==> src/rtl/arp_rx_parser_pkg.sv <==
// ---------------------------------------------------------------------------
// arp_rx_parser_pkg
// Constants shared between the ARP receive parser and the ARP transmitter:
// protocol field values, byte offsets within an Ethernet+ARP header, parser
// state encodings, and small per-byte field helpers used by the parser.
// ---------------------------------------------------------------------------
package arp_rx_parser_pkg;

  localparam logic [15:0] ETHERTYPE_ARP  = 16'h0806;
  localparam logic [15:0] HTYPE_ETH      = 16'h0001;
  localparam logic [15:0] PTYPE_IPV4     = 16'h0800;
  localparam logic [7:0]  HLEN           = 8'd6;
  localparam logic [7:0]  PLEN           = 8'd4;
  localparam logic [15:0] ARP_OP_REQUEST = 16'h0001;
  localparam logic [15:0] ARP_OP_REPLY   = 16'h0002;
  localparam int          ARP_HDR_LEN    = 42;

  // Byte offsets from the first destination-MAC byte
  localparam logic [5:0] OFF_DST   = 6'd0;
  localparam logic [5:0] OFF_SRC   = 6'd6;
  localparam logic [5:0] OFF_ETYPE = 6'd12;
  localparam logic [5:0] OFF_HTYPE = 6'd14;
  localparam logic [5:0] OFF_PTYPE = 6'd16;
  localparam logic [5:0] OFF_HLEN  = 6'd18;
  localparam logic [5:0] OFF_PLEN  = 6'd19;
  localparam logic [5:0] OFF_OPER  = 6'd20;
  localparam logic [5:0] OFF_SHA   = 6'd22;
  localparam logic [5:0] OFF_SPA   = 6'd28;
  localparam logic [5:0] OFF_THA   = 6'd32;
  localparam logic [5:0] OFF_TPA   = 6'd38;
  localparam logic [5:0] OFF_LAST  = 6'(ARP_HDR_LEN - 1);
  localparam logic [5:0] CNT_MAX   = 6'd63;

  typedef enum logic [1:0] {
    ST_SYNC  = 2'd0,
    ST_IDLE  = 2'd1,
    ST_PARSE = 2'd2,
    ST_DRAIN = 2'd3
  } arp_rx_state_t;

  // Byte n (0 = most significant) of a 48-bit MAC address
  function automatic logic [7:0] mac_byte(input logic [47:0] mac, input logic [5:0] idx);
    logic [7:0] b;
    case (idx)
      6'd0:    b = mac[47:40];
      6'd1:    b = mac[39:32];
      6'd2:    b = mac[31:24];
      6'd3:    b = mac[23:16];
      6'd4:    b = mac[15:8];
      default: b = mac[7:0];
    endcase
    return b;
  endfunction

  // Check of one header byte at offsets 6..41; offsets without a fixed value
  // (source MAC, sender fields, target MAC) always pass.
  function automatic logic field_ok(input logic [5:0] idx, input logic [7:0] b,
                                    input logic [31:0] ip);
    logic ok;
    case (idx)
      OFF_ETYPE:         ok = (b == ETHERTYPE_ARP[15:8]);
      OFF_ETYPE + 6'd1:  ok = (b == ETHERTYPE_ARP[7:0]);
      OFF_HTYPE:         ok = (b == HTYPE_ETH[15:8]);
      OFF_HTYPE + 6'd1:  ok = (b == HTYPE_ETH[7:0]);
      OFF_PTYPE:         ok = (b == PTYPE_IPV4[15:8]);
      OFF_PTYPE + 6'd1:  ok = (b == PTYPE_IPV4[7:0]);
      OFF_HLEN:          ok = (b == HLEN);
      OFF_PLEN:          ok = (b == PLEN);
      OFF_OPER:          ok = (b == ARP_OP_REQUEST[15:8]);
      OFF_OPER + 6'd1:   ok = (b == ARP_OP_REQUEST[7:0]);
      OFF_TPA:           ok = (b == ip[31:24]);
      OFF_TPA + 6'd1:    ok = (b == ip[23:16]);
      OFF_TPA + 6'd2:    ok = (b == ip[15:8]);
      OFF_TPA + 6'd3:    ok = (b == ip[7:0]);
      default:           ok = 1'b1;
    endcase
    return ok;
  endfunction

endpackage

==> src/rtl/arp_rx_parser.sv <==
// ---------------------------------------------------------------------------
// arp_rx_parser
// Byte-serial receive parser for Ethernet/ARP. Recognises ARP requests that
// are broadcast or addressed to my_mac and target my_ip, then asks the ARP
// transmitter for a reply (send_mac) and presents the requester's MAC/IP.
//
// Ports
//   clk        in   rising-edge clock
//   areset     in   synchronous active-high reset
//   data_valid in   frame byte qualifier (low >= 1 cycle between frames)
//   data_rx    in   [7:0] frame byte, first byte is destination MAC
//   my_mac     in   [47:0] local MAC
//   my_ip      in   [31:0] local IPv4 address
//   tx_busy    in   ARP transmitter busy
//   send_mac   out  1-cycle reply request, one cycle after byte 41
//   source_mac out  [47:0] sender MAC of last accepted request
//   source_ip  out  [31:0] sender IP of last accepted request
//   frame_err  out  1-cycle pulse on a frame truncated while still matching
//   rx_drop    out  1-cycle pulse when a good request meets tx_busy
// ---------------------------------------------------------------------------
module arp_rx_parser
  import arp_rx_parser_pkg::*;
(
  input  logic        clk,
  input  logic        areset,
  input  logic        data_valid,
  input  logic [7:0]  data_rx,
  input  logic [47:0] my_mac,
  input  logic [31:0] my_ip,
  input  logic        tx_busy,
  output logic        send_mac,
  output logic [47:0] source_mac,
  output logic [31:0] source_ip,
  output logic        frame_err,
  output logic        rx_drop
);

  arp_rx_state_t r_state, w_state_nxt;
  logic [5:0]    r_cnt, w_cnt_nxt;
  // Destination may be broadcast or unicast; track both candidates so a
  // frame is only rejected once neither can still match.
  logic          r_bc_ok, w_bc_nxt;
  logic          r_uc_ok, w_uc_nxt;
  logic          w_byte_ok;
  logic          w_send, w_drop, w_ferr;
  logic [47:0]   r_sh_mac;
  logic [31:0]   r_sh_ip;
  logic          r_send_mac, r_frame_err, r_rx_drop;
  logic [47:0]   r_source_mac;
  logic [31:0]   r_source_ip;
  logic          w_cap_mac, w_cap_ip;

  assign send_mac   = r_send_mac;
  assign frame_err  = r_frame_err;
  assign rx_drop    = r_rx_drop;
  assign source_mac = r_source_mac;
  assign source_ip  = r_source_ip;

  assign w_cap_mac = (r_state == ST_PARSE) && data_valid &&
                     (r_cnt >= OFF_SHA) && (r_cnt < OFF_SPA);
  assign w_cap_ip  = (r_state == ST_PARSE) && data_valid &&
                     (r_cnt >= OFF_SPA) && (r_cnt < OFF_THA);

  always_comb begin
    w_state_nxt = r_state;
    w_cnt_nxt   = r_cnt;
    w_bc_nxt    = r_bc_ok;
    w_uc_nxt    = r_uc_ok;
    w_byte_ok   = 1'b1;
    w_send      = 1'b0;
    w_drop      = 1'b0;
    w_ferr      = 1'b0;
    case (r_state)
      ST_SYNC: begin
        if (!data_valid) w_state_nxt = ST_IDLE;
      end
      ST_IDLE: begin
        if (data_valid) begin
          w_cnt_nxt = 6'd1;
          w_bc_nxt  = (data_rx == 8'hFF);
          w_uc_nxt  = (data_rx == mac_byte(my_mac, OFF_DST));
          w_state_nxt = (w_bc_nxt || w_uc_nxt) ? ST_PARSE : ST_DRAIN;
        end
      end
      ST_PARSE: begin
        if (!data_valid) begin
          w_ferr      = 1'b1;
          w_state_nxt = ST_IDLE;
        end else begin
          if (r_cnt < OFF_SRC) begin
            w_bc_nxt  = r_bc_ok && (data_rx == 8'hFF);
            w_uc_nxt  = r_uc_ok && (data_rx == mac_byte(my_mac, r_cnt));
            w_byte_ok = w_bc_nxt || w_uc_nxt;
          end else begin
            w_byte_ok = field_ok(r_cnt, data_rx, my_ip);
          end
          if (!w_byte_ok) begin
            w_state_nxt = ST_DRAIN;
          end else if (r_cnt == OFF_LAST) begin
            w_state_nxt = ST_DRAIN;
            w_send      = !tx_busy;
            w_drop      = tx_busy;
          end else begin
            w_cnt_nxt = (r_cnt == CNT_MAX) ? r_cnt : r_cnt + 6'd1;
          end
        end
      end
      ST_DRAIN: begin
        if (!data_valid) w_state_nxt = ST_IDLE;
      end
      default: w_state_nxt = ST_SYNC;
    endcase
  end

  always_ff @(posedge clk) begin
    if (areset) begin
      r_state      <= ST_SYNC;
      r_cnt        <= 6'd0;
      r_bc_ok      <= 1'b0;
      r_uc_ok      <= 1'b0;
      r_send_mac   <= 1'b0;
      r_frame_err  <= 1'b0;
      r_rx_drop    <= 1'b0;
      r_source_mac <= 48'd0;
      r_source_ip  <= 32'd0;
      r_sh_mac     <= 48'd0;
      r_sh_ip      <= 32'd0;
    end else begin
      r_state     <= w_state_nxt;
      r_cnt       <= w_cnt_nxt;
      r_bc_ok     <= w_bc_nxt;
      r_uc_ok     <= w_uc_nxt;
      r_send_mac  <= w_send;
      r_frame_err <= w_ferr;
      r_rx_drop   <= w_drop;
      if (w_cap_mac) r_sh_mac <= {r_sh_mac[39:0], data_rx};
      if (w_cap_ip)  r_sh_ip  <= {r_sh_ip[23:0], data_rx};
      if (w_send) begin
        r_source_mac <= r_sh_mac;
        r_source_ip  <= r_sh_ip;
      end
    end
  end

endmodule

==> config.mk <==
export PLATFORM = sky130hd
export DESIGN_NAME = arp_rx_parser
export DESIGN_NICKNAME = d
export VERILOG_FILES = /design/src/rtl/arp_rx_parser_pkg.sv /design/src/rtl/arp_rx_parser.sv
export SDC_FILE = /design/constraint.sdc
export NUM_CORES = 1
export LEC_CHECK = 0
export ABC_AREA = 1
export BUFFER_PORTS_ARGS = -buffer_cell sky130_fd_sc_hd__buf_4
export CORE_ASPECT_RATIO = 1.1
export CORE_MARGIN = 1
export CORE_UTILIZATION = 55
export CTS_CLUSTER_DIAMETER = 200
export DETAILED_ROUTE_END_ITERATION = 8
export PLACE_DENSITY = 0.88
export SLEW_MARGIN = 0
export SYNTH_ARGS = -nofsm -noshare
export SYNTH_HDL_FRONTEND = slang
export SYNTH_SLANG_ARGS = --single-unit
==> constraint.sdc <==
create_clock -name clk -period 7.7 [get_ports clk]
set_input_delay 1.54 -clock clk [delete_from_list [all_inputs] [get_ports clk]]
set_output_delay 1.54 -clock clk [all_outputs]
set_load 0.01 [all_outputs]
==> results.yml, run 1 <==
worst_setup_path:
  reg2reg_to: "source_mac[31]"
  critPathLaunch: "r_cnt[0]"
  arrival_ps: 4100
  ff2ff_path_depth: 20
  worst-path-buf-inv: 3
  cp-end-kind: "register"
  slowest_delay_ps: 610
  crit_type: "reg2reg"
  reg2reg_slack_ps: 3910
  crit_required_ps: 8010
  crit_chain: "inv_1, ha_1, nand3_1, nor2_2, nor2_1, nand2_1, inv_2, nand2_1, nand2_1, nand2_1, nand3_1, nor2_1, nand3_1, nand2_2, nand3_4, nor2_4, buf_4, nand3_1, nand2_1, nor2_1"
  crit_family: "simple AND/OR/NAND/NOR gates"
  slowest_stage: "ha_1"
  cp_common_cell: "nand2_1"
  worst_setup_path_start_kind: "register"
  r2r_start: "r_cnt[0]"
  cp_max_fo: 80
timing:
  period_minus_slack_ps: 3787
  finalSetupViolCount: 0
  hold_violations: 0
  finalClockSkew_ps: 13.99
  worst_slew_pin_slew_ps: 843.3
  rsz0062_at_grt: "false"
  finalCritPeriodShare_pct: 49.18
  fmax_mhz: 264.1
  relSlewSlack_pct: 43.78
  setup_tns_ps: 0
  hold_slack_ps: 455.9
  drv_slew: 0
die:
  die_w_microns: 118.2
  io_pins: 175
  start_util_pct: 56.50
  die_y_microns: 129.8
  die_area_sq_um: 15330
  core_sq_um: 14450
  placementRows: 46
logic_synthesis:
  ys_top_cells_by_area: "dfxtp_1 (42%), nand2_1 (9.5%), nor2_1 (9.5%)"
  yosys_warnings: 0
  synthCells: 1188
  synth-seq-cells: 173
  netlist.top_cell.by_area: "dfxtp_1"
  synth-seq-area-share_pct: 42.43
  syn_nets: 1287
  synth_cell_types: 34
  yosysTopAreaCellShare_pct: 42.43
  synth.cell_area_sq_um: 8163
  ys_async_sr_fraction_pct: 0
  avgSynthCellArea_sq_um: 6.871
  synth_edf_count: 0
  synth_top_flop_cell: "dfxtp_1"
routing:
  vias: 8002
  route.final.wire_length_microns: 21000
  firstDrtPassIters: 7
  drt_iter0_markers: 648
  antenna_left: 0
  wl_per_cell_microns: 13.82
  via_per_inst: 5.268
  drc: 0
clock_network:
  clk_pin_slew_ps: 60
  cts_tree: "done"
  numCtsBuffers: 17
  cts.path.max_buffers: 2
  ctsHtreeMaxLevel: 4
  post_cts_buffers: 0
  cts_sinks: 173
  clk_latency_ps: 420
  post_cts_resized: 0
  hold_buffers: 0
  clockRootBuffer: "clkbuf_16"
hold_path:
  hold_start: "r_sh_ip[30]"
  holdPathStages: 2
  hold-path-endpoint: "r_sh_ip[30]"
  min-delay-path-class: "reg2reg"
final_layout:
  area_delta_synth_final_pct: 22.06
  layout_common_cells: "nand2_1 (206), nor2_1 (206), buf_4 (180)"
  nNetsFinal: 1413
  drive_above_1_share_pct: 18.09
  fin_area_sq_um: 9963
  antenna_cells: 0
place:
  hpwl_microns: 14700
  place_congestion: 0.9667
  placed_cell_area_sq_um: 9399
  portBuffers: 174
grt:
  grtUsageTotal_pct: 27.59
  grt_max_degree: 97
  grt_pass1_wl_microns: 34110
  grt_pass1_vias: 7245
  grt.overflow.total: 0
  antenna_found_initial: 0
power_and_ir_drop:
  leakagePower_nw: 4.244
  p_per_area_nw_per_um2: 205.8
  ir_drop_uv: 179.3
  power_w: 0.002051
outcome:
  status: "finished, final reports clean"
flow_run:
  maxCapViolCount: 0
## layer usage
metal	GRT usage [%]	up-vias	wire length, microns
met5	0	-	0
met4	14.71	0	962
met3	5.813	59	1244
met2	47.99	296	10050
met1	32.23	3571	8739
li1	-	4076	-
## flip-flops by register name (all words and copies together), names as in the netlist, 2 cells and up
register	flops
source_ip	32
r_cnt	6
source_mac	48
r_sh_mac	48
r_state	2
r_sh_ip	32
## logic make-up (layout without fill, tap and decap cells)
family / after synthesis / count (layout) / synth area share [%]
flops: 173 / 173 / 42.43
compound gates: 195 / 195 / 12.40
fa+ha+maj: 7 / 7 / 1.073
xor+xnor: 10 / 10 / 1.073
buf+inv: 201 / 340 / 10.61
simple gates: 602 / 602 / 32.42
## worst max path at each step
stage                          end  slack (ps)  cells past startpoint
floorplan             source_ip[0]        4430                     12
global placement    source_mac[11]        3630                     13
detailed placement  source_mac[11]        3670                     13
CTS                 source_mac[11]        3960                     20
global route         source_mac[9]        3580                     20
finish              source_mac[31]        3910                     20
## through the flow
step,instances,setup WS [ps],utilization [%]
finish,1519,3913,68.97
global route,1519,3580,68.97
CTS,1519,3959,68.97
detailed placement,1487,3667,65.06
global placement,1487,3626,65.06
floorplan,1188,4433,-
## synth_stat cells, drive strengths merged (3+ instances only)
master and number:
nor2 216, nand2 209, dfxtp 173, nand3 129
inv 128, a21oi 94, o21ai 90, clkbuf 40
buf 33, nand4 27, nor3 12, ha 7
xnor2 7, o211ai 5, nor4 4, a31oi 3
xor2 3
## power by group
group	internal (W)	switching, W	total [W]
clock	0.000450	0.000363	0.000812
combinational	0.000114	0.000202	0.000316
sequential	0.000905	0.0000179	0.000923
total	0.00147	0.000583	0.00205
## layout make-up
class	count	area, sq um
clock inverter	15	138.9
multi-input combinational	814	3861
sequential	173	3463
timing repair buffer	180	1351
clock buffer	17	425.4
inverter	128	483.0
fill	1257	4483
tap	192	240.2
## worst register-to-register path, stage by stage (launching register included)
cell	delay, ps
dfxtp_1	340
inv_1	140
ha_1	610
nand3_1	300
nor2_2	280
nor2_1	60
nand2_1	90
inv_2	40
nand2_1	80
nand2_1	60
nand2_1	60
nand3_1	70
nor2_1	80
nand3_1	90
nand2_2	110
nand3_4	110
nor2_4	80
buf_4	580
nand3_1	320
nand2_1	110
nor2_1	50
No activity file was read; power rests on OpenSTA's default activity.
==> run 2, diff against run 1 <==
--- a/config.mk
+++ b/config.mk
@@ -9,10 +9,10 @@
 export BUFFER_PORTS_ARGS = -buffer_cell sky130_fd_sc_hd__buf_4
 export CORE_ASPECT_RATIO = 1.1
 export CORE_MARGIN = 1
-export CORE_UTILIZATION = 55
+export CORE_UTILIZATION = 50
 export CTS_CLUSTER_DIAMETER = 200
 export DETAILED_ROUTE_END_ITERATION = 8
-export PLACE_DENSITY = 0.88
+export PLACE_DENSITY = 0.85
 export SLEW_MARGIN = 0
 export SYNTH_ARGS = -nofsm -noshare
 export SYNTH_HDL_FRONTEND = slang
==> constraint.sdc (replaced) <==
create_clock -name clk -period 3.2 [get_ports clk]
set_input_delay 0.64 -clock clk [delete_from_list [all_inputs] [get_ports clk]]
set_output_delay 0.64 -clock clk [all_outputs]
set_load 0.01 [all_outputs]
==> results.yml, run 2 (same netlist as run 1, synthesis figures left out) <==
timing:
  finalCritPeriodShare_pct: 93.05
  rsz0062_at_grt: "false"
  worst_slew_pin_slew_ps: 925.1
  drv_slew: 0
  hold_violations: 0
  fmax_mhz: 335.8
  finalClockSkew_ps: 12.74
  setup_tns_ps: 0
  period_minus_slack_ps: 2978
  relSlewSlack_pct: 38.24
  finalSetupViolCount: 0
die:
  core_sq_um: 15860
  start_util_pct: 51.48
  placementRows: 48
  io_pins: 175
  die_w_microns: 123.8
  die_area_sq_um: 16840
  die_y_microns: 136.0
hold_path:
  min-delay-path-class: "in2reg"
  holdPathStages: 2
  hold-path-endpoint: "frame_err"
  hold_start: "data_valid"
outcome:
  violations: "design-rule violations"
  status: "finished, violations left"
routing:
  vias: 8121
  wl_per_cell_microns: 14.38
  antenna_left: 0
  via_per_inst: 5.267
  route.final.wire_length_microns: 22170
  drc: 3
  drt_iter0_markers: 586
  firstDrtPassIters: 9
place:
  portBuffers: 174
  place_congestion: 0.9931
  hpwl_microns: 15570
grt:
  grt.overflow.total: 0
  grt_pass1_vias: 7593
  grt_max_degree: 97
  antenna_found_initial: 1
  grtUsageTotal_pct: 26.50
  grt_pass1_wl_microns: 35300
worst_setup_path:
  crit_required_ps: 3510
  slowest_stage: "o211ai_2"
  reg2reg_to: "source_ip[23]"
  ff2ff_path_depth: 18
  crit_type: "reg2reg"
  cp-end-kind: "register"
  crit_chain: "ha_1, buf_4, o211ai_2, nand4_1, nand2_1, nand2_1, nand2_1, nand3_1, nor2_1, nand2_1, nand2_2, nand3_4, nor2_4, buf_4, buf_12, nand3_1, nand2_1, nor2_1"
  cp_max_fo: 19
  arrival_ps: 3280
  cp_common_cell: "nand2_1"
  r2r_start: "r_cnt[0]"
  worst-path-buf-inv: 3
  slowest_delay_ps: 350
  reg2reg_slack_ps: 220
  crit_family: "simple AND/OR/NAND/NOR gates"
  worst_setup_path_start_kind: "register"
clock_network:
  clk_pin_slew_ps: 70
  cts_tree: "done"
  clockRootBuffer: "clkbuf_16"
  numCtsBuffers: 17
  ctsHtreeMaxLevel: 4
  cts.path.max_buffers: 2
  clk_latency_ps: 420
  cts_sinks: 173
final_layout:
  antenna_cells: 0
  layout_common_cells: "nand2_1 (206), nor2_1 (206), buf_4 (188)"
  nNetsFinal: 1428
  final_util_pct: 64.65
  area_delta_synth_final_pct: 25.58
  drive_above_1_share_pct: 19.67
power_and_ir_drop:
  p_per_area_nw_per_um2: 499.4
  ir_drop_uv: 379.7
  leakagePower_nw: 4.371
flow_run:
  maxCapViolCount: 0
[run 2: final cells by class]
cell class	instances	area, sq um
Fill cell	1422	5604
Multi-Input combinational cell	815	3899
Clock inverter	14	172.7
Timing Repair Buffer	194	1536
Clock buffer	18	439.2
Tap cell	200	250.2
Sequential cell	173	3471
Inverter	128	483.0
[run 2: through the flow]
step	power [W]	area [sq um]	std cells	worst slack, ps	hold slack [ps]
after floorplan	0.002808	8163	1188	642.1	430.1
after CTS	0.005112	10160	1537	166.5	412.1
after global routing	0.005338	10250	1542	8.749	434.5
final	0.005120	10250	1542	222.3	428.1
after global placement	0.003033	9547	1505	234.0	438.9
after detailed placement	0.003036	9547	1505	192.6	445.0
[run 2: report_power, final]
group / internal (W) / leakage [nW] / switching, W / total (W)
Sequential: 0.00218 / 1.40 / 0.0000461 / 0.00223
Combinational: 0.000293 / 2.68 / 0.000504 / 0.000797
Clock: 0.00120 / 0.295 / 0.000894 / 0.00210
[run 2: what timing repair did]
item / 4_1_cts / 5_1_grt
hold buffers: 0 / 0
resized for setup: 0 / 11
setup endpoints to repair: 0 / 79
buffers inserted: 0 / 3
[run 2: routing by layer]
metal	wire length (microns)	track usage (%)	vias up
li1	-	-	4106
met1	9071	32.00	3643
met2	11160	45.80	313
met3	1249	4.320	57
met4	676	11.65	2
met5	15	0	-
[run 2: how the worst max path moves through the flow]
| stage | start | to | slack (ps) | depth (start not counted) |
|---|---|---|---|---|
| after detailed placement | r_cnt[0] | source_mac[10] | 190 | 18 |
| final | r_cnt[0] | source_ip[23] | 220 | 18 |
| after global placement | r_cnt[0] | source_mac[10] | 230 | 18 |
| after global routing | r_cnt[0] | source_ip[21] | 9 | 18 |
| after floorplan | r_cnt[0] | source_ip[0] | 640 | 18 |
| after CTS | r_cnt[0] | source_mac[10] | 170 | 18 |
